--- src/rtl/jtag_shift_pkg.sv ---
// Shared types and width helpers for the JTAG shift engine.
// Default widths describe the standard 64-bit, two-chain build.
package jtag_shift_pkg;

  localparam int unsigned JTAG_MAX_BITS = 64;
  localparam int unsigned JTAG_CHAINS   = 2;

  // Width of a select/index into n items, never narrower than one bit.
  function automatic int unsigned sel_width(input int unsigned n);
    return (n > 1) ? $clog2(n) : 1;
  endfunction

  localparam int unsigned LEN_W   = $clog2(JTAG_MAX_BITS + 1);
  localparam int unsigned CHAIN_W = sel_width(JTAG_CHAINS);

  typedef enum logic [2:0] {
    S_DISABLED,
    S_IDLE,
    S_LOW,
    S_HIGH,
    S_RESP
  } jtag_state_e;

  typedef struct packed {
    logic [JTAG_MAX_BITS-1:0] tms;
    logic [JTAG_MAX_BITS-1:0] tdi;
    logic [LEN_W-1:0]         len;
    logic [CHAIN_W-1:0]       chain;
  } jtag_cmd_t;

endpackage

--- src/rtl/jtag_shift_if.sv ---
// Host-side command/response port of the JTAG shift engine.
// master = debug transport, slave = engine.
interface jtag_shift_if #(
  parameter int unsigned MAX_BITS = 64,
  parameter int unsigned CHAINS   = 2
);
  import jtag_shift_pkg::*;

  localparam int unsigned LW = $clog2(MAX_BITS + 1);
  localparam int unsigned CW = sel_width(CHAINS);

  logic                cmd_valid;
  logic                cmd_ready;
  logic [MAX_BITS-1:0] cmd_tms;
  logic [MAX_BITS-1:0] cmd_tdi;
  logic [LW-1:0]       cmd_len;
  logic [CW-1:0]       cmd_chain;
  logic                rsp_valid;
  logic                rsp_ready;
  logic [MAX_BITS-1:0] rsp_tdo;
  logic                rsp_aborted;

  modport master (
    output cmd_valid, cmd_tms, cmd_tdi, cmd_len, cmd_chain, rsp_ready,
    input  cmd_ready, rsp_valid, rsp_tdo, rsp_aborted
  );

  modport slave (
    input  cmd_valid, cmd_tms, cmd_tdi, cmd_len, cmd_chain, rsp_ready,
    output cmd_ready, rsp_valid, rsp_tdo, rsp_aborted
  );

endinterface

--- src/rtl/jtag_shift_engine_tck_div.sv ---
// TCK half-period timer: reloads on start, flags the last clk cycle of a phase.
module jtag_tck_div #(
  parameter int unsigned DIV = 2
) (
  input  logic clk,
  input  logic reset_n,
  input  logic start,
  output logic phase_done
);

  localparam int unsigned CNT_W = $clog2(DIV + 1);

  logic [CNT_W-1:0] cnt_q, cnt_d;

  always_comb begin
    cnt_d = cnt_q;
    if (start) begin
      cnt_d = CNT_W'(DIV - 1);
    end else if (cnt_q != '0) begin
      cnt_d = cnt_q - CNT_W'(1);
    end
  end

  always_ff @(posedge clk or negedge reset_n) begin
    if (!reset_n) begin
      cnt_q <= '0;
    end else begin
      cnt_q <= cnt_d;
    end
  end

  assign phase_done = (cnt_q == '0);

endmodule

--- src/rtl/jtag_shift_engine.sv ---
// JTAG master executing whole TMS/TDI shift commands on one of CHAINS chains.
// Optional JTAG_SHIFT_LOOPBACK_EN adds a `loopback` input feeding TDI back as TDO.
module jtag_shift_engine
  import jtag_shift_pkg::*;
#(
  parameter int unsigned MAX_BITS = JTAG_MAX_BITS,
  parameter int unsigned CHAINS   = JTAG_CHAINS,
  parameter int unsigned DIV      = 2
) (
  input  logic              clk,
  input  logic              reset_n,
  input  logic              enable,
  input  logic              init_done,
`ifdef JTAG_SHIFT_LOOPBACK_EN
  input  logic              loopback,
`endif
  jtag_shift_if.slave       host,
  output logic [CHAINS-1:0] jtag_TCK,
  output logic              jtag_TMS,
  output logic              jtag_TDI,
  output logic              jtag_TRST,
  input  logic [CHAINS-1:0] jtag_TDO,
  output logic              busy
);

  localparam int unsigned LW = $clog2(MAX_BITS + 1);
  localparam int unsigned CW = sel_width(CHAINS);
  localparam int unsigned IW = sel_width(MAX_BITS);

  jtag_state_e         state_q, state_d;
  logic [MAX_BITS-1:0] tms_vec_q, tms_vec_d;
  logic [MAX_BITS-1:0] tdi_vec_q, tdi_vec_d;
  logic [MAX_BITS-1:0] tdo_q, tdo_d;
  logic [LW-1:0]       len_q, len_d;
  logic [LW-1:0]       idx_q, idx_d;
  logic [CW-1:0]       chain_q, chain_d;
  logic [CHAINS-1:0]   tck_q, tck_d;
  logic                tms_q, tms_d;
  logic                tdi_q, tdi_d;
  logic                trst_q, trst_d;
  logic                cmd_ready_q, cmd_ready_d;
  logic                rsp_valid_q, rsp_valid_d;
  logic                aborted_q, aborted_d;
  logic                busy_q, busy_d;

  logic                run;
  logic                phase_start;
  logic                phase_done;
  logic [LW-1:0]       len_sat;
  logic [CW-1:0]       chain_sel;
  logic [LW-1:0]       idx_inc;
  logic [CHAINS-1:0]   tck_sel;
  logic                tdo_bit;

  assign run       = enable & init_done;
  assign len_sat   = (host.cmd_len > LW'(MAX_BITS)) ? LW'(MAX_BITS) : host.cmd_len;
  assign chain_sel = (32'(host.cmd_chain) >= CHAINS) ? '0 : host.cmd_chain;
  assign idx_inc   = idx_q + LW'(1);
  assign tck_sel   = CHAINS'(1) << chain_q;

  // TDO is registered on the same clk edge that raises TCK, i.e. the
  // value the target presented during the preceding low phase.
`ifdef JTAG_SHIFT_LOOPBACK_EN
  assign tdo_bit = loopback ? tdi_q : jtag_TDO[chain_q];
`else
  assign tdo_bit = jtag_TDO[chain_q];
`endif

  jtag_tck_div #(
    .DIV (DIV)
  ) u_tck_div (
    .clk        (clk),
    .reset_n    (reset_n),
    .start      (phase_start),
    .phase_done (phase_done)
  );

  always_comb begin
    state_d     = state_q;
    tms_vec_d   = tms_vec_q;
    tdi_vec_d   = tdi_vec_q;
    tdo_d       = tdo_q;
    len_d       = len_q;
    idx_d       = idx_q;
    chain_d     = chain_q;
    tck_d       = tck_q;
    tms_d       = tms_q;
    tdi_d       = tdi_q;
    trst_d      = trst_q;
    cmd_ready_d = cmd_ready_q;
    rsp_valid_d = rsp_valid_q;
    aborted_d   = aborted_q;
    phase_start = 1'b0;

    unique case (state_q)
      S_DISABLED: begin
        tck_d       = '0;
        trst_d      = 1'b1;
        cmd_ready_d = 1'b0;
        if (run) begin
          state_d     = S_IDLE;
          trst_d      = 1'b0;
          cmd_ready_d = 1'b1;
        end
      end

      S_IDLE: begin
        // A handshake already visible to the host must be honoured even if
        // run drops in the same cycle; the shift then aborts on the next edge.
        if (host.cmd_valid && cmd_ready_q) begin
          tms_vec_d   = host.cmd_tms;
          tdi_vec_d   = host.cmd_tdi;
          len_d       = len_sat;
          chain_d     = chain_sel;
          tdo_d       = '0;
          idx_d       = '0;
          aborted_d   = 1'b0;
          cmd_ready_d = 1'b0;
          if (len_sat == '0) begin
            state_d     = S_RESP;
            rsp_valid_d = 1'b1;
          end else begin
            state_d     = S_LOW;
            phase_start = 1'b1;
            tms_d       = host.cmd_tms[0];
            tdi_d       = host.cmd_tdi[0];
          end
        end else if (!run) begin
          state_d     = S_DISABLED;
          trst_d      = 1'b1;
          cmd_ready_d = 1'b0;
        end else begin
          cmd_ready_d = 1'b1;
        end
      end

      S_LOW, S_HIGH: begin
        if (!run) begin
          state_d     = S_RESP;
          tck_d       = '0;
          trst_d      = 1'b1;
          rsp_valid_d = 1'b1;
          aborted_d   = 1'b1;
        end else if (phase_done) begin
          if (state_q == S_LOW) begin
            state_d                = S_HIGH;
            phase_start            = 1'b1;
            tck_d                  = tck_sel;
            tdo_d[idx_q[IW-1:0]]   = tdo_bit;
          end else begin
            tck_d = '0;
            idx_d = idx_inc;
            if (idx_inc == len_q) begin
              state_d     = S_RESP;
              rsp_valid_d = 1'b1;
            end else begin
              state_d     = S_LOW;
              phase_start = 1'b1;
              tms_d       = tms_vec_q[idx_inc[IW-1:0]];
              tdi_d       = tdi_vec_q[idx_inc[IW-1:0]];
            end
          end
        end
      end

      S_RESP: begin
        if (host.rsp_ready) begin
          rsp_valid_d = 1'b0;
          if (run) begin
            state_d     = S_IDLE;
            trst_d      = 1'b0;
            cmd_ready_d = 1'b1;
          end else begin
            state_d = S_DISABLED;
            trst_d  = 1'b1;
          end
        end
      end

      default: begin
        state_d = S_DISABLED;
      end
    endcase

    busy_d = (state_d != S_IDLE) && (state_d != S_DISABLED);
  end

  always_ff @(posedge clk or negedge reset_n) begin
    if (!reset_n) begin
      state_q     <= S_DISABLED;
      tms_vec_q   <= '0;
      tdi_vec_q   <= '0;
      tdo_q       <= '0;
      len_q       <= '0;
      idx_q       <= '0;
      chain_q     <= '0;
      tck_q       <= '0;
      tms_q       <= 1'b1;
      tdi_q       <= 1'b0;
      trst_q      <= 1'b1;
      cmd_ready_q <= 1'b0;
      rsp_valid_q <= 1'b0;
      aborted_q   <= 1'b0;
      busy_q      <= 1'b0;
    end else begin
      state_q     <= state_d;
      tms_vec_q   <= tms_vec_d;
      tdi_vec_q   <= tdi_vec_d;
      tdo_q       <= tdo_d;
      len_q       <= len_d;
      idx_q       <= idx_d;
      chain_q     <= chain_d;
      tck_q       <= tck_d;
      tms_q       <= tms_d;
      tdi_q       <= tdi_d;
      trst_q      <= trst_d;
      cmd_ready_q <= cmd_ready_d;
      rsp_valid_q <= rsp_valid_d;
      aborted_q   <= aborted_d;
      busy_q      <= busy_d;
    end
  end

  assign jtag_TCK         = tck_q;
  assign jtag_TMS         = tms_q;
  assign jtag_TDI         = tdi_q;
  assign jtag_TRST        = trst_q;
  assign busy             = busy_q;
  assign host.cmd_ready   = cmd_ready_q;
  assign host.rsp_valid   = rsp_valid_q;
  assign host.rsp_tdo     = tdo_q;
  assign host.rsp_aborted = aborted_q;

endmodule

--- src/flat_wrapper.sv ---
// flat-port wrapper written by rule: the top's interface ports become plain ports
module jtag_shift_engine_flat import jtag_shift_pkg::*;
#(
  parameter int unsigned MAX_BITS = JTAG_MAX_BITS,
  parameter int unsigned CHAINS   = JTAG_CHAINS,
  parameter int unsigned DIV      = 2
)
  (clk, reset_n, enable, init_done, jtag_TCK, jtag_TMS, jtag_TDI, jtag_TRST, jtag_TDO, busy, host_cmd_valid, host_cmd_tms, host_cmd_tdi, host_cmd_len, host_cmd_chain, host_rsp_ready, host_cmd_ready, host_rsp_valid, host_rsp_tdo, host_rsp_aborted);
  jtag_shift_if #(.MAX_BITS(MAX_BITS), .CHAINS(CHAINS)) host_i ();
  input  logic clk;
  input  logic reset_n;
  input  logic enable;
  input  logic init_done;
  output logic [CHAINS-1:0] jtag_TCK;
  output logic jtag_TMS;
  output logic jtag_TDI;
  output logic jtag_TRST;
  input  logic [CHAINS-1:0] jtag_TDO;
  output logic busy;
  input wire logic [$bits(host_i.cmd_valid)-1:0] host_cmd_valid;
  input wire logic [$bits(host_i.cmd_tms)-1:0] host_cmd_tms;
  input wire logic [$bits(host_i.cmd_tdi)-1:0] host_cmd_tdi;
  input wire logic [$bits(host_i.cmd_len)-1:0] host_cmd_len;
  input wire logic [$bits(host_i.cmd_chain)-1:0] host_cmd_chain;
  input wire logic [$bits(host_i.rsp_ready)-1:0] host_rsp_ready;
  output wire logic [$bits(host_i.cmd_ready)-1:0] host_cmd_ready;
  output wire logic [$bits(host_i.rsp_valid)-1:0] host_rsp_valid;
  output wire logic [$bits(host_i.rsp_tdo)-1:0] host_rsp_tdo;
  output wire logic [$bits(host_i.rsp_aborted)-1:0] host_rsp_aborted;
  assign host_i.cmd_valid = host_cmd_valid;
  assign host_i.cmd_tms = host_cmd_tms;
  assign host_i.cmd_tdi = host_cmd_tdi;
  assign host_i.cmd_len = host_cmd_len;
  assign host_i.cmd_chain = host_cmd_chain;
  assign host_i.rsp_ready = host_rsp_ready;
  assign host_cmd_ready = host_i.cmd_ready;
  assign host_rsp_valid = host_i.rsp_valid;
  assign host_rsp_tdo = host_i.rsp_tdo;
  assign host_rsp_aborted = host_i.rsp_aborted;
  jtag_shift_engine #(.MAX_BITS(MAX_BITS), .CHAINS(CHAINS), .DIV(DIV)) u_core (.clk(clk), .reset_n(reset_n), .enable(enable), .init_done(init_done), .host(host_i), .jtag_TCK(jtag_TCK), .jtag_TMS(jtag_TMS), .jtag_TDI(jtag_TDI), .jtag_TRST(jtag_TRST), .jtag_TDO(jtag_TDO), .busy(busy));
endmodule
--- config.mk ---
export PLATFORM = sky130hd
export DESIGN_NAME = jtag_shift_engine_flat
export DESIGN_NICKNAME = d
export VERILOG_FILES = /design/src/rtl/jtag_shift_pkg.sv /design/src/rtl/jtag_shift_if.sv /design/src/rtl/jtag_shift_engine_tck_div.sv /design/src/rtl/jtag_shift_engine.sv /design/src/flat_wrapper.sv
export SDC_FILE = /design/constraint.sdc
export NUM_CORES = 1
export LEC_CHECK = 0
export CORE_ASPECT_RATIO = 1.75
export CORE_MARGIN = 3
export CORE_UTILIZATION = 33
export CTS_CLUSTER_DIAMETER = 80
export DETAILED_ROUTE_END_ITERATION = 12
export GPL_ROUTABILITY_DRIVEN = 0
export SYNTH_ARGS = -nofsm -noshare
export SYNTH_HDL_FRONTEND = slang
export SYNTH_SLANG_ARGS = --single-unit
--- constraint.sdc ---
create_clock -name clk -period 3.4 [get_ports clk]
set_clock_uncertainty 0.15 [all_clocks]
set_input_delay 0.68 -clock clk [delete_from_list [all_inputs] [get_ports clk]]
set_output_delay 0.68 -clock clk [all_outputs]
set_load 0.02 [all_outputs]
# Word-level counts from Yosys, hierarchy flattened
# Index checks and enable logic that the tools add are counted.
[totals]
regBits = 221
inputBits = 144
out_inout_bits = 73
[op_classes]
add_sub_neg = 2
n_lt_le_gt_ge = 5
n_eq_ne = 21
shifts = 1
mux = 79
bitwise = 1
n_reduce_logical = 24
[op_table]
columns = ["op", "count"]
rows = [
  ["64-bit 2-to-1 mux", 4],
  ["64-bit one-hot mux with 2 select lines", 1],
  ["64-bit bitwise mux", 1],
  ["1-bit 2-to-1 mux", 41],
  ["7-bit 2-to-1 mux", 5],
  ["3-bit 2-to-1 mux", 9],
  ["6-bit by 7-bit less-than comparator with 1-bit output (second input constant)", 2],
  ["7-bit one-hot mux with 2 select lines", 1],
  ["7-bit AND reduction", 2],
  ["1-bit binary-select mux with 6-bit select", 2],
  ["2-bit by 1-bit inequality test with 1-bit output (second input constant)", 6],
  ["2-bit inequality test (second input constant)", 6],
  ["3-bit one-hot mux with 4 select lines", 1],
  ["2-bit 2-to-1 mux", 5],
  ["5-bit AND reduction", 2],
  ["3-bit inequality test (second input constant)", 3],
  ["3-bit AND reduction", 3],
  ["3-bit nonzero test", 3],
  ["1-bit one-hot mux with 2 select lines", 4],
  ["2-bit nonzero test", 4],
  ["7-bit by 1-bit adder with 7-bit output (second input constant)", 1],
  ["7-bit equality test", 1],
  ["7-bit greater-than comparator (second input constant)", 1],
  ["7-bit zero test", 1],
  ["other kinds (19)", 24],
]

# Logic depth before layout (Yosys ltp)
# Gate-level depths: netlist of run 1.
[logic_depth]
depth_word = 9
mapped_depth = 11

# Modules after synthesis
# A second synthesis of run 1 with hierarchy kept.
[hier_totals]
hier_cells = 1147
hier_area_um2 = 10546.4
[by_module_without_submodules]
columns = ["module", "instances", "cells_each", "area_each_um2", "seq_area_each_um2"]
rows = [
  ["jtag_shift_engine", 1, 1138, 10447.5, 5482.8],
  ["jtag_tck_div", 1, 9, 98.8, 50.0],
]

# Least setup slack after synthesis of run 1
# Ideal clock, no wire load.
[synth_timing]
kind = "register to register"
from = "reg u_core.idx_q[0]"
to = "reg u_core.tdi_q (netlist: u_core.jtag_TDI)"
setup_time_ns = 0.123
t_arrival_ns = 2.075
required_ns = 3.127
setup_slack_ns = 1.052
stages_incl_launch_ff = 11
path_cell_list = "dfrtp_1 > ha_1 > buf_2 > xor2_2 > buf_2 > mux4_2 > mux2_2 > o221ai_1 > nor2_1 > o21ai_0 > nand2_1"
[synth_between]
elab_chain_len = 8
[synth_lines]
columns = ["item", "line_no", "text"]
rows = [
  ["start, declared", "jtag_shift_engine.sv:35", "logic [LW-1:0] idx_q, idx_d;"],
  ["start signal, assigned", "jtag_shift_engine.sv:211", "idx_q <= idx_d;"],
  ["7-bit by 1-bit adder with 7-bit output *", "jtag_shift_engine.sv:58", "assign idx_inc = idx_q + LW'(1);"],
  ["1-bit binary-select mux with 6-bit select", "jtag_shift_engine.sv:160", "tdi_d = tdi_vec_q[idx_inc[IW-1:0]];"],
  ["1-bit 2-to-1 mux (implied by the code)", "jtag_shift_engine.sv:160", ""],
  ["1-bit 2-to-1 mux", "jtag_shift_engine.sv:153", "if (idx_inc == len_q) begin"],
  ["1-bit 2-to-1 mux", "jtag_shift_engine.sv:145", "if (state_q == S_LOW) begin"],
  ["1-bit 2-to-1 mux", "jtag_shift_engine.sv:144", "end else if (phase_done) begin"],
  ["1-bit 2-to-1 mux", "jtag_shift_engine.sv:138", "if (!run) begin"],
  ["1-bit one-hot mux with 2 select lines", "jtag_shift_engine.sv:95", "unique case (state_q)"],
  ["end signal, assigned", "jtag_shift_engine.sv:215", "tdi_q <= tdi_d;"],
  ["end, declared", "jtag_shift_engine.sv:39", "logic tdi_q, tdi_d;"],
]
# Every way passes the cells marked *; elsewhere a longest branch is shown, timed or not. The select of a mux whose other input is x is not followed.
# A chain may end at the register's enable or synchronous reset.

# Final worst setup path of run 1
[layout_timing]
from = "reg u_core.idx_q[1]"
to = "reg u_core.tdi_q (netlist: u_core.jtag_TDI)"
# Same word-level chain as after synthesis.

==> results of run 1 <==
[flip-flops by register name, indices dropped and copies added (netlist names)]
signal	count
u_core.jtag_TMS	1
u_core.tdi_vec_q	64
u_core.len_q	7
u_core.host.rsp_aborted	1
u_core.host.rsp_tdo	64
u_core.chain_q	1
u_core.tms_vec_q	64
u_core.jtag_TDI	1
u_core.host.rsp_valid	1
u_core.state_q	3
u_core.idx_q	7
u_core.jtag_TRST	1
u_core.host.cmd_ready	1
u_core.jtag_TCK	2
u_core.busy	1
u_core.u_tck_div.cnt_q	2
[cells in the final DEF, fill, tap and decap left out, types with 6 or more instances in the layout]
| cell type | count |
|---|---|
| mux2i_1 | 10 |
| clkdlybuf4s50_1 | 215 |
| nor2b_1 | 6 |
| nand2b_1 | 12 |
| dfrtp_1 | 218 |
| buf_4 | 13 |
| o21ai_0 | 148 |
| clkbuf_8 | 6 |
| mux2_2 | 143 |
| buf_12 | 7 |
| clkbuf_16 | 23 |
| inv_1 | 9 |
| nand2_1 | 36 |
| nand3_1 | 13 |
| o22ai_1 | 7 |
| nor3_1 | 9 |
| a21oi_1 | 72 |
| and3_1 | 7 |
| a31oi_1 | 6 |
| mux4_2 | 28 |
| nor2_1 | 23 |
[worst max-delay path by stage]
| stage | end | from |
|---|---|---|
| floorplan | u_core.jtag_TDI | u_core.idx_q[0] |
| global placement | u_core.host.rsp_tdo[42] | host_cmd_valid |
| detailed placement | u_core.host.rsp_tdo[10] | host_cmd_valid |
| CTS | u_core.jtag_TDI | u_core.idx_q[1] |
| global route | u_core.jtag_TDI | u_core.idx_q[1] |
| finish | u_core.jtag_TDI | u_core.idx_q[1] |
[power groups by stage]
stage,Sequential (mW),Combinational (mW),Clock [mW]
after floorplan,3.43,0.982,0
after global placement,3.51,1.44,0
after detailed placement,3.54,1.48,0
after CTS,3.49,1.48,2.69
after global routing,3.55,1.59,2.77
final,3.49,1.45,2.61
[worst register-to-register path, stage by stage, from the launching register on]
cell	delay [ns]
dfrtp_1	0.55
ha_1	0.48
xor2_4	0.19
buf_12	0.26
mux4_2	0.36
mux2_2	0.30
o221ai_1	0.28
nor2_1	0.08
o21ai_0	0.15
nand2_1	0.06
[area by class of cell]
type,instances,area (µm²),area share (%)
well taps,391,489,3.54
inverters,9,33.8,0.244
flip-flops and latches,221,5540,40.1
clock buffers,32,669,4.84
multi-input cells,587,4570,33.1
diodes,3,7.51,0.0543
repair buffers,236,2400,17.4
clock inverters,8,105,0.761
[kinds of logic (layout without fill, tap and decap cells)]
group	Yosys count	in the layout	share of synthesized area, %
AOI/OAI and AO/OA	264	264	13.6
xor gates and xnor gates	11	11	0.996
adders and majority gates	2	2	0.240
buffers and inverters	75	285	3.23
DFF	221	221	53.1
muxes	181	181	22.5
other	0	3	0
and+or+nand+nor	129	129	6.35
[cells in the mapped netlist (all sizes together) (2+ instances only)]
library cell  count  share of area, %
nor2             24              0.89
xnor2             5              0.42
nand3            14              0.79
a2bb2oi           4              0.34
nand2            36               1.3
or3               5              0.30
clkbuf           39               1.4
mux4             28               6.0
o41ai             2              0.17
nor2b             6              0.36
a22oi             5              0.36
or2               3              0.20
and3              7              0.42
nand4             2              0.12
dfstp             2              0.50
nor3             10              0.59
o22ai             7              0.42
nand3b            2              0.14
inv               9              0.32
mux2i            10              0.96
a21o              3              0.22
o221ai            2              0.17
nand2b           13              0.78
nor4              4              0.24
mux2            143                15
xor2              6              0.58
dfrtp           219                53
a31oi             6              0.36
a21oi            72               3.5
o21ai           153               7.3
buf              27               1.5
a211oi            3              0.26
ha                2              0.24
[per-stage QoR]
stage | setup slack (ns) | utilization [%] | power [mW] | instances | hold slack (ns)
floorplan | 1.05 | - | 4.42 | 883 | 0.234
detailed placement | 0.328 | 42.1 | 5.02 | 1444 | 0.339
global route | 0.245 | 44.7 | 7.92 | 1487 | 0.0742
finish | 0.413 | 44.7 | 7.55 | 1487 | 0.0282
global placement | 0.402 | 42.1 | 4.95 | 1444 | 0.332
CTS | 0.398 | 44.6 | 7.66 | 1484 | 0.0452
[layer usage]
| layer | vias up | share of wire [%] | track usage, % | wire length (µm) |
|---|---|---|---|---|
| met5 | - | 0.042 | 0 | 13 |
| met4 | 2 | 3.8 | 7.61 | 1180 |
| met3 | 53 | 4.9 | 2.70 | 1520 |
| met2 | 260 | 56 | 34.1 | 17200 |
| met1 | 3883 | 36 | 19.7 | 11000 |
| li1 | 3612 | - | - | - |
==> metrics.md, run 1 <==
| Metric | Value |
|---|---|
| Async SR Flop Fraction | `100%` |
| Peak VDD IR | `0.332 mV` |
| H-tree lvl count | `1` |
| PD cells | `546 mW/mm²` |
| Reg clk slew, reported paths | `0.06 ns` |
| Drt first pass iters | `7` |
| Post-synthesis net count | `1,029` |
| Row count | `85` |
| CP max stage cell | `dfrtp_1` |
| Vias in the first global route | `8,112` |
| Type of origin of the critical path | `register` |
| Reg2reg setup slack | `0.41 ns` |
| Post-synthesis register bit count | `221` |
| Largest stage delay on the critical path | `0.55 ns` |
| DR vias | `7,810` |
| Buffers on Ports | `216` |
| Max Fclk | `0.335 GHz` |
| Antenna Nets Post-Route | `0` |
| Synthesized area per cell | `11.8 µm²` |
| Filler instances | `2,856` |
| Post-layout net count | `1,224` |
| CTS buffer count | `23` |
| Crit. path cell count | `9` |
| Int Power | `5.61 mW` |
| Post-route setup TNS | `0 ns` |
| CP Max Fanout | `31` |
| Ratio of cells with drive above 1 in the final layout | `22.2%` |
| Worst path top cell family by delay | `multiplexers` |
| Worst slew pin tran | `0.875 ns` |
| Power share of the sequential group | `46.3%` |
| P_sw | `1.94 mW` |
| Crit path capture type | `register` |
| WP data required | `3.65 ns` |
| First-pass GRT wire length | `47,300 µm` |
| Tot GR Track Use | `17.9%` |
| Total Wirelength | `31,000 µm` |
| Post CTS Setup Buffer Count | `0` |
| Final setup vio count | `0` |
| Slew Viols, Final | `0` |
| Post-synth EDFFs | `0` |
| Via-to-Cell Ratio | `5.25` |
| Comb power frac | `19.2%` |
| Worst hold-check path type | `input pin to asynchronous set/reset pin` |
| Post-DP HPWL | `22,000 µm` |
| Period utilization | `87.9%` |
| Die area | `0.0338 mm²` |
| Post_cts resized | `0` |
| Worst relative slew slack | `41.5%` |
| CTS root buffer | `clkbuf_16` |
| Main synth FF type | `dfrtp_1` |
| R2R cell count | `9` |
| Dpl cell area | `0.0130 mm²` |
| Worst r2r src | `u_core.idx_q[1]` |
| Library cells used by synthesis | `53` |
| Finished Cell Area | `0.0138 mm²` |
| Initial antenna violation count | `4` |
| CP cell instances | `ha_1, xor2_4, buf_12, mux4_2, mux2_2, o221ai_1, nor2_1, o21ai_0, nand2_1` |
| Starting Density | `33.7%` |
| Post-route DRC | `0` |
| Cts hold-fix bufs | `0` |
| Final Hold Viols | `0` |
| Clk pwr share | `34.5%` |
| I/O pin cnt | `217` |
| Number of DRC markers in iteration 0 | `390` |
| Status | `finished, final reports clean` |
| Chip Height | `241 µm` |
| CTS tree | `built` |
| Die Width | `140 µm` |
| Wire length per cell | `20.8 µm` |
| Reg-to-Reg End | `u_core.jtag_TDI` |
| Critical path data arrival time | `3.24 ns` |
| CTS Buffer Depth | `3` |
| Sink Count | `221` |
| Largest net degree at the start of global routing | `91` |
| Synth warn | `0` |
| Cells after synthesis | `883` |
| Crit Path Class | `register to register` |
| Max Cap Viol | `0` |
| RSZ-0062 raised after global routing | `false` |
| Switching Fraction | `25.7%` |
| Clk_lat worst skew | `0.52 ns` |
| Fin crit period | `2.99 ns` |
| Cell Area, Synth | `0.0104 mm²` |
| Post-synthesis sequential area ratio | `53.1%` |
| Leakage | `5.80 nW` |
| Grt ovf | `0` |
| Worst path bufs/invs | `1` |
| Layout area overhead | `32.6%` |
| Core box area | `0.0309 mm²` |
No activity file was read; power rests on OpenSTA's default activity.
==> inputs of run 2 (changes only) <==
--- a/config.mk
+++ b/config.mk
@@ -5,12 +5,14 @@
 export SDC_FILE = /design/constraint.sdc
 export NUM_CORES = 1
 export LEC_CHECK = 0
+export ABC_CLOCK_PERIOD_IN_PS = 3400
 export CORE_ASPECT_RATIO = 1.75
 export CORE_MARGIN = 3
 export CORE_UTILIZATION = 33
 export CTS_CLUSTER_DIAMETER = 80
 export DETAILED_ROUTE_END_ITERATION = 12
-export GPL_ROUTABILITY_DRIVEN = 0
+export GPL_ROUTABILITY_DRIVEN = 1
+export SLEW_MARGIN = 15
 export SYNTH_ARGS = -nofsm -noshare
 export SYNTH_HDL_FRONTEND = slang
 export SYNTH_SLANG_ARGS = --single-unit
==> results of run 2 <==
Final layout, timing and power as in run 1 (identical DEF).
==> inputs of run 3 (changes only) <==
--- a/config.mk
+++ b/config.mk
@@ -5,6 +5,7 @@
 export SDC_FILE = /design/constraint.sdc
 export NUM_CORES = 1
 export LEC_CHECK = 0
+export ABC_AREA = 1
 export ABC_CLOCK_PERIOD_IN_PS = 3400
 export CORE_ASPECT_RATIO = 1.75
 export CORE_MARGIN = 3
@@ -16,3 +17,4 @@
 export SYNTH_ARGS = -nofsm -noshare
 export SYNTH_HDL_FRONTEND = slang
 export SYNTH_SLANG_ARGS = --single-unit
+export TNS_END_PERCENT = 100
==> run 3 against run 2 <==
Net effect:
- setup slack improved by 0.36 ns
- final area rose by 6.1%
- first-iteration DRC count rose by 25%
- critical path depth rose by 2
- global-route usage rose by 0.40 points
- clock power rose by 2%
- die area rose by 8.8%
- non-clock buffer count rose by 4
==> metrics.md, run 3 <==
| Metric | Value |
|---|---|
| Post-synth EDFFs | `0 (unchanged)` |
| Library cells used by synthesis | `36 (-32%)` |
| Die area | `0.0368 mm² (+8.8%)` |
| Type of origin of the critical path | `register` |
| Row count | `89 (+4.7%)` |
| Post-route setup TNS | `0 ns (unchanged)` |
| Post-synthesis compound-gate area fraction | `17.2% (+3.6 points)` |
| Cell Area, Synth | `0.0114 mm² (+9.2%)` |
| Simple-gate area share of the yosys netlist | `23.8% (+17 points)` |
| RSZ-0062 raised after global routing | `false` |
| CP cell instances | `buf_4, xor2_1, nand2_1, nor2_1, nand3_1, nor2_1, nand3_1, nand2_2, nor2_1, nand2_1, nand2_1` |
| Layout area overhead | `28.9%` |
| Sink Count | `221 (unchanged)` |
| CTS tree | `built` |
| Cell with the most instances after synthesis | `nand2_1` |
| Main synth FF type | `dfrtp_1` |
| Post-route DRC | `0 (unchanged)` |
| Synth top area share | `48.2% (-4.4 points)` |
| Fin crit period | `2.63 ns (-0.355 ns)` |
| H-tree lvl count | `1 (unchanged)` |
| Largest net degree at the start of global routing | `98 (+7.7%)` |
| Post-synthesis register bit count | `221 (unchanged)` |
| Final setup vio count | `0 (unchanged)` |
| Drt first pass iters | `4 (-3)` |
| Post-synthesis net count | `1,576 (+53%)` |
| PD cells | `539 mW/mm² (-1.3%)` |
| Mux cell area share after synthesis | `0% (-22 points)` |
| CTS buffer count | `23 (unchanged)` |
| Clk_lat worst skew | `0.52 ns (about the same)` |
| Post-Synth Adder-Cell Area | `0.220% (-0.020 points)` |
| DR vias | `10,103 (+29%)` |
| Reg clk slew, reported paths | `0.06 ns (about the same)` |
| Worst relative slew slack | `40.2% (-1.3 points)` |
| CP Max Fanout | `78 (+150%)` |
| Most frequent cells in the layout | `nand2_1, dfrtp_1, clkdlybuf4s50_1` |
| Post-synthesis sequential area ratio | `48.6% (-4.5 points)` |
| Synth warn | `0 (unchanged)` |
| Post-layout net count | `1,748 (+43%)` |
| Number of DRC markers in iteration 0 | `486 (+25%)` |
| Core box area | `0.0339 mm² (+9.4%)` |
| Leakage | `6.49 nW (+12%)` |
| Hold Slack | `0.0102 ns (-0.0180 ns)` |
| Largest family of logic cells by synthesized area | `simple AND/OR/NAND/NOR gates` |
| Crit Path Class | `register to register` |
| Die Width | `146 µm (+4.3%)` |
| Grt ovf | `0 (unchanged)` |
| Wire length per cell | `16.8 µm (-19%)` |
| Peak VDD IR | `0.320 mV (-3.5%)` |
| Status | `finished, final reports clean` |
| Worst slew pin tran | `0.898 ns (+0.0230 ns)` |
| Synthesized area per cell | `7.96 µm² (-33%)` |
| Max Fclk | `0.380 GHz (+13%)` |
| Largest stage delay on the critical path | `0.68 ns (+0.13 ns)` |
| Post-Synth XOR/XNOR Area | `0.231% (-0.77 points)` |
| Chip Height | `252 µm (+4.4%)` |
| First-pass GRT wire length | `54,500 µm (+15%)` |
| Post-DP HPWL | `24,500 µm (+11%)` |
| Post CTS Setup Buffer Count | `0 (unchanged)` |
| Vias in the first global route | `10,096 (+24%)` |
| CP max stage cell | `buf_4` |
| Antenna Nets Post-Route | `0 (unchanged)` |
| Most common cell after layout, fill and taps aside | `nand2_1` |
| Filler instances | `3,447 (+21%)` |
| CTS root buffer | `clkbuf_16` |
| Crit path capture type | `register` |
| Total Wirelength | `34,800 µm (+12%)` |
| Synth cell count leaders | `nand2_1, dfrtp_1, o21ai_0` |
| Worst hold-check path type | `input pin to asynchronous set/reset pin` |
| Final Hold Viols | `0 (unchanged)` |
| Buffers on Ports | `216 (unchanged)` |
| Cells after synthesis | `1,430 (+62%)` |
| Ranking of synthesized cells by area | `dfrtp_1, nand2_1, o21ai_0` |
| Critical path data arrival time | `2.89 ns (-0.35 ns)` |
| Post_cts resized | `0 (unchanged)` |
| Initial antenna violation count | `1 (-3)` |
| Via-to-Cell Ratio | `4.87 (-7.2%)` |
| CTS Buffer Depth | `3 (unchanged)` |
| Area leader, netlist | `dfrtp_1` |
| Max Cap Viol | `0 (unchanged)` |
| Async SR Flop Fraction | `100% (unchanged)` |
| Slew Viols, Final | `0 (unchanged)` |
| Cts hold-fix bufs | `0 (unchanged)` |
| Final GP Congestion | `0.883` |
| Starting Density | `33.6% (-0.069 points)` |
| Ratio of cells with drive above 1 in the final layout | `8.66% (-14 points)` |
| WP data required | `3.65 ns (about the same)` |
| I/O pin cnt | `217 (unchanged)` |
| Tot GR Track Use | `18.4% (+0.40 points)` |
| Period utilization | `77.4% (-10 points)` |
==> run 3: cell count changes in the layout (fill, tap and decap cells not counted), sizes merged, moves of 7 or more <==
cell	change
mux2	-143
nor2	+21
and3	-7
nand2	+427
o211ai	+11
nand2b	-13
nand3	+120
mux2i	-10
o31ai	+62
a21oi	-64
mux4	-28
o21ai	+37
inv	+155
==> run 3: layout make-up <==
| class | instances | area (µm²) | area share [%] |
|---|---|---|---|
| flip-flops and latches | 221 | 5540 | 37.8 |
| multi-input cells | 949 | 4720 | 32.2 |
| repair buffers | 240 | 2420 | 16.5 |
| clock buffers | 31 | 656 | 4.47 |
| inverters | 167 | 627 | 4.28 |
| well taps | 455 | 569 | 3.88 |
| clock inverters | 9 | 126 | 0.862 |
| diodes | 1 | 2.50 | 0.0171 |
==> run 3: kinds of logic after synthesis <==
kind of cell	after synthesis
buffers and inverters	260
DFF	221
AOI/OAI and AO/OA	288
xor gates and xnor gates	3
and+or+nand+nor	656
adders and majority gates	2
==> run 3: worst max-delay path, delay by kind of cell, from the launching register on <==
kind	cells	cell delay, ns
simple gates	9	1.01
flops	1	0.46
xor+xnor	1	0.21
buf+inv	1	0.68
==> run 3: through the flow <==
step	setup WS [ns]	utilization [%]	std cells	instance area [µm²]	total power [mW]
2_1_floorplan	1.40	-	1430	11400	4.64
3_3_place_gp	0.651	41.0	2032	13900	5.26
3_5_place_dp	0.632	41.0	2032	13900	5.32
4_1_cts	0.707	43.3	2072	14700	8.00
5_1_grt	0.512	43.3	2073	14700	8.39
6_report	0.768	43.3	2073	14700	7.91
==> run 3: metal layers <==
| layer | track usage [%] | vias up | routed length, µm |
|---|---|---|---|
| met1 | 20.3 | 4833 | 12900 |
| met3 | 2.08 | 70 | 1340 |
| met2 | 34.8 | 253 | 19000 |
| met4 | 8.45 | 0 | 1530 |
| met5 | 0 | - | 0 |
| li1 | - | 4947 | - |
==> run 3: power by group <==
group	switching, mW	internal [mW]	leakage [nW]	total (mW)
registers	0.213	3.27	2.79	3.49
logic	1.07	0.704	3.31	1.77
clock network	1.07	1.58	0.386	2.65
==> run 3: path summary, 6_finish.rpt <==
path                                       from                       to  slack, ns  depth (start not counted)
max                             u_core.idx_q[0]          u_core.jtag_TDI       0.77                         11
min                                     reset_n  u_core.host.rsp_tdo[60]       0.01                          1
max reg2reg                     u_core.idx_q[0]          u_core.jtag_TDI       0.77                         11
min reg2reg                u_core.tdi_vec_q[58]     u_core.tdi_vec_q[58]       0.33                          2
max in group asynchronous               reset_n          u_core.jtag_TMS       2.20                          2
min in group clk           u_core.tdi_vec_q[58]     u_core.tdi_vec_q[58]       0.33                          2
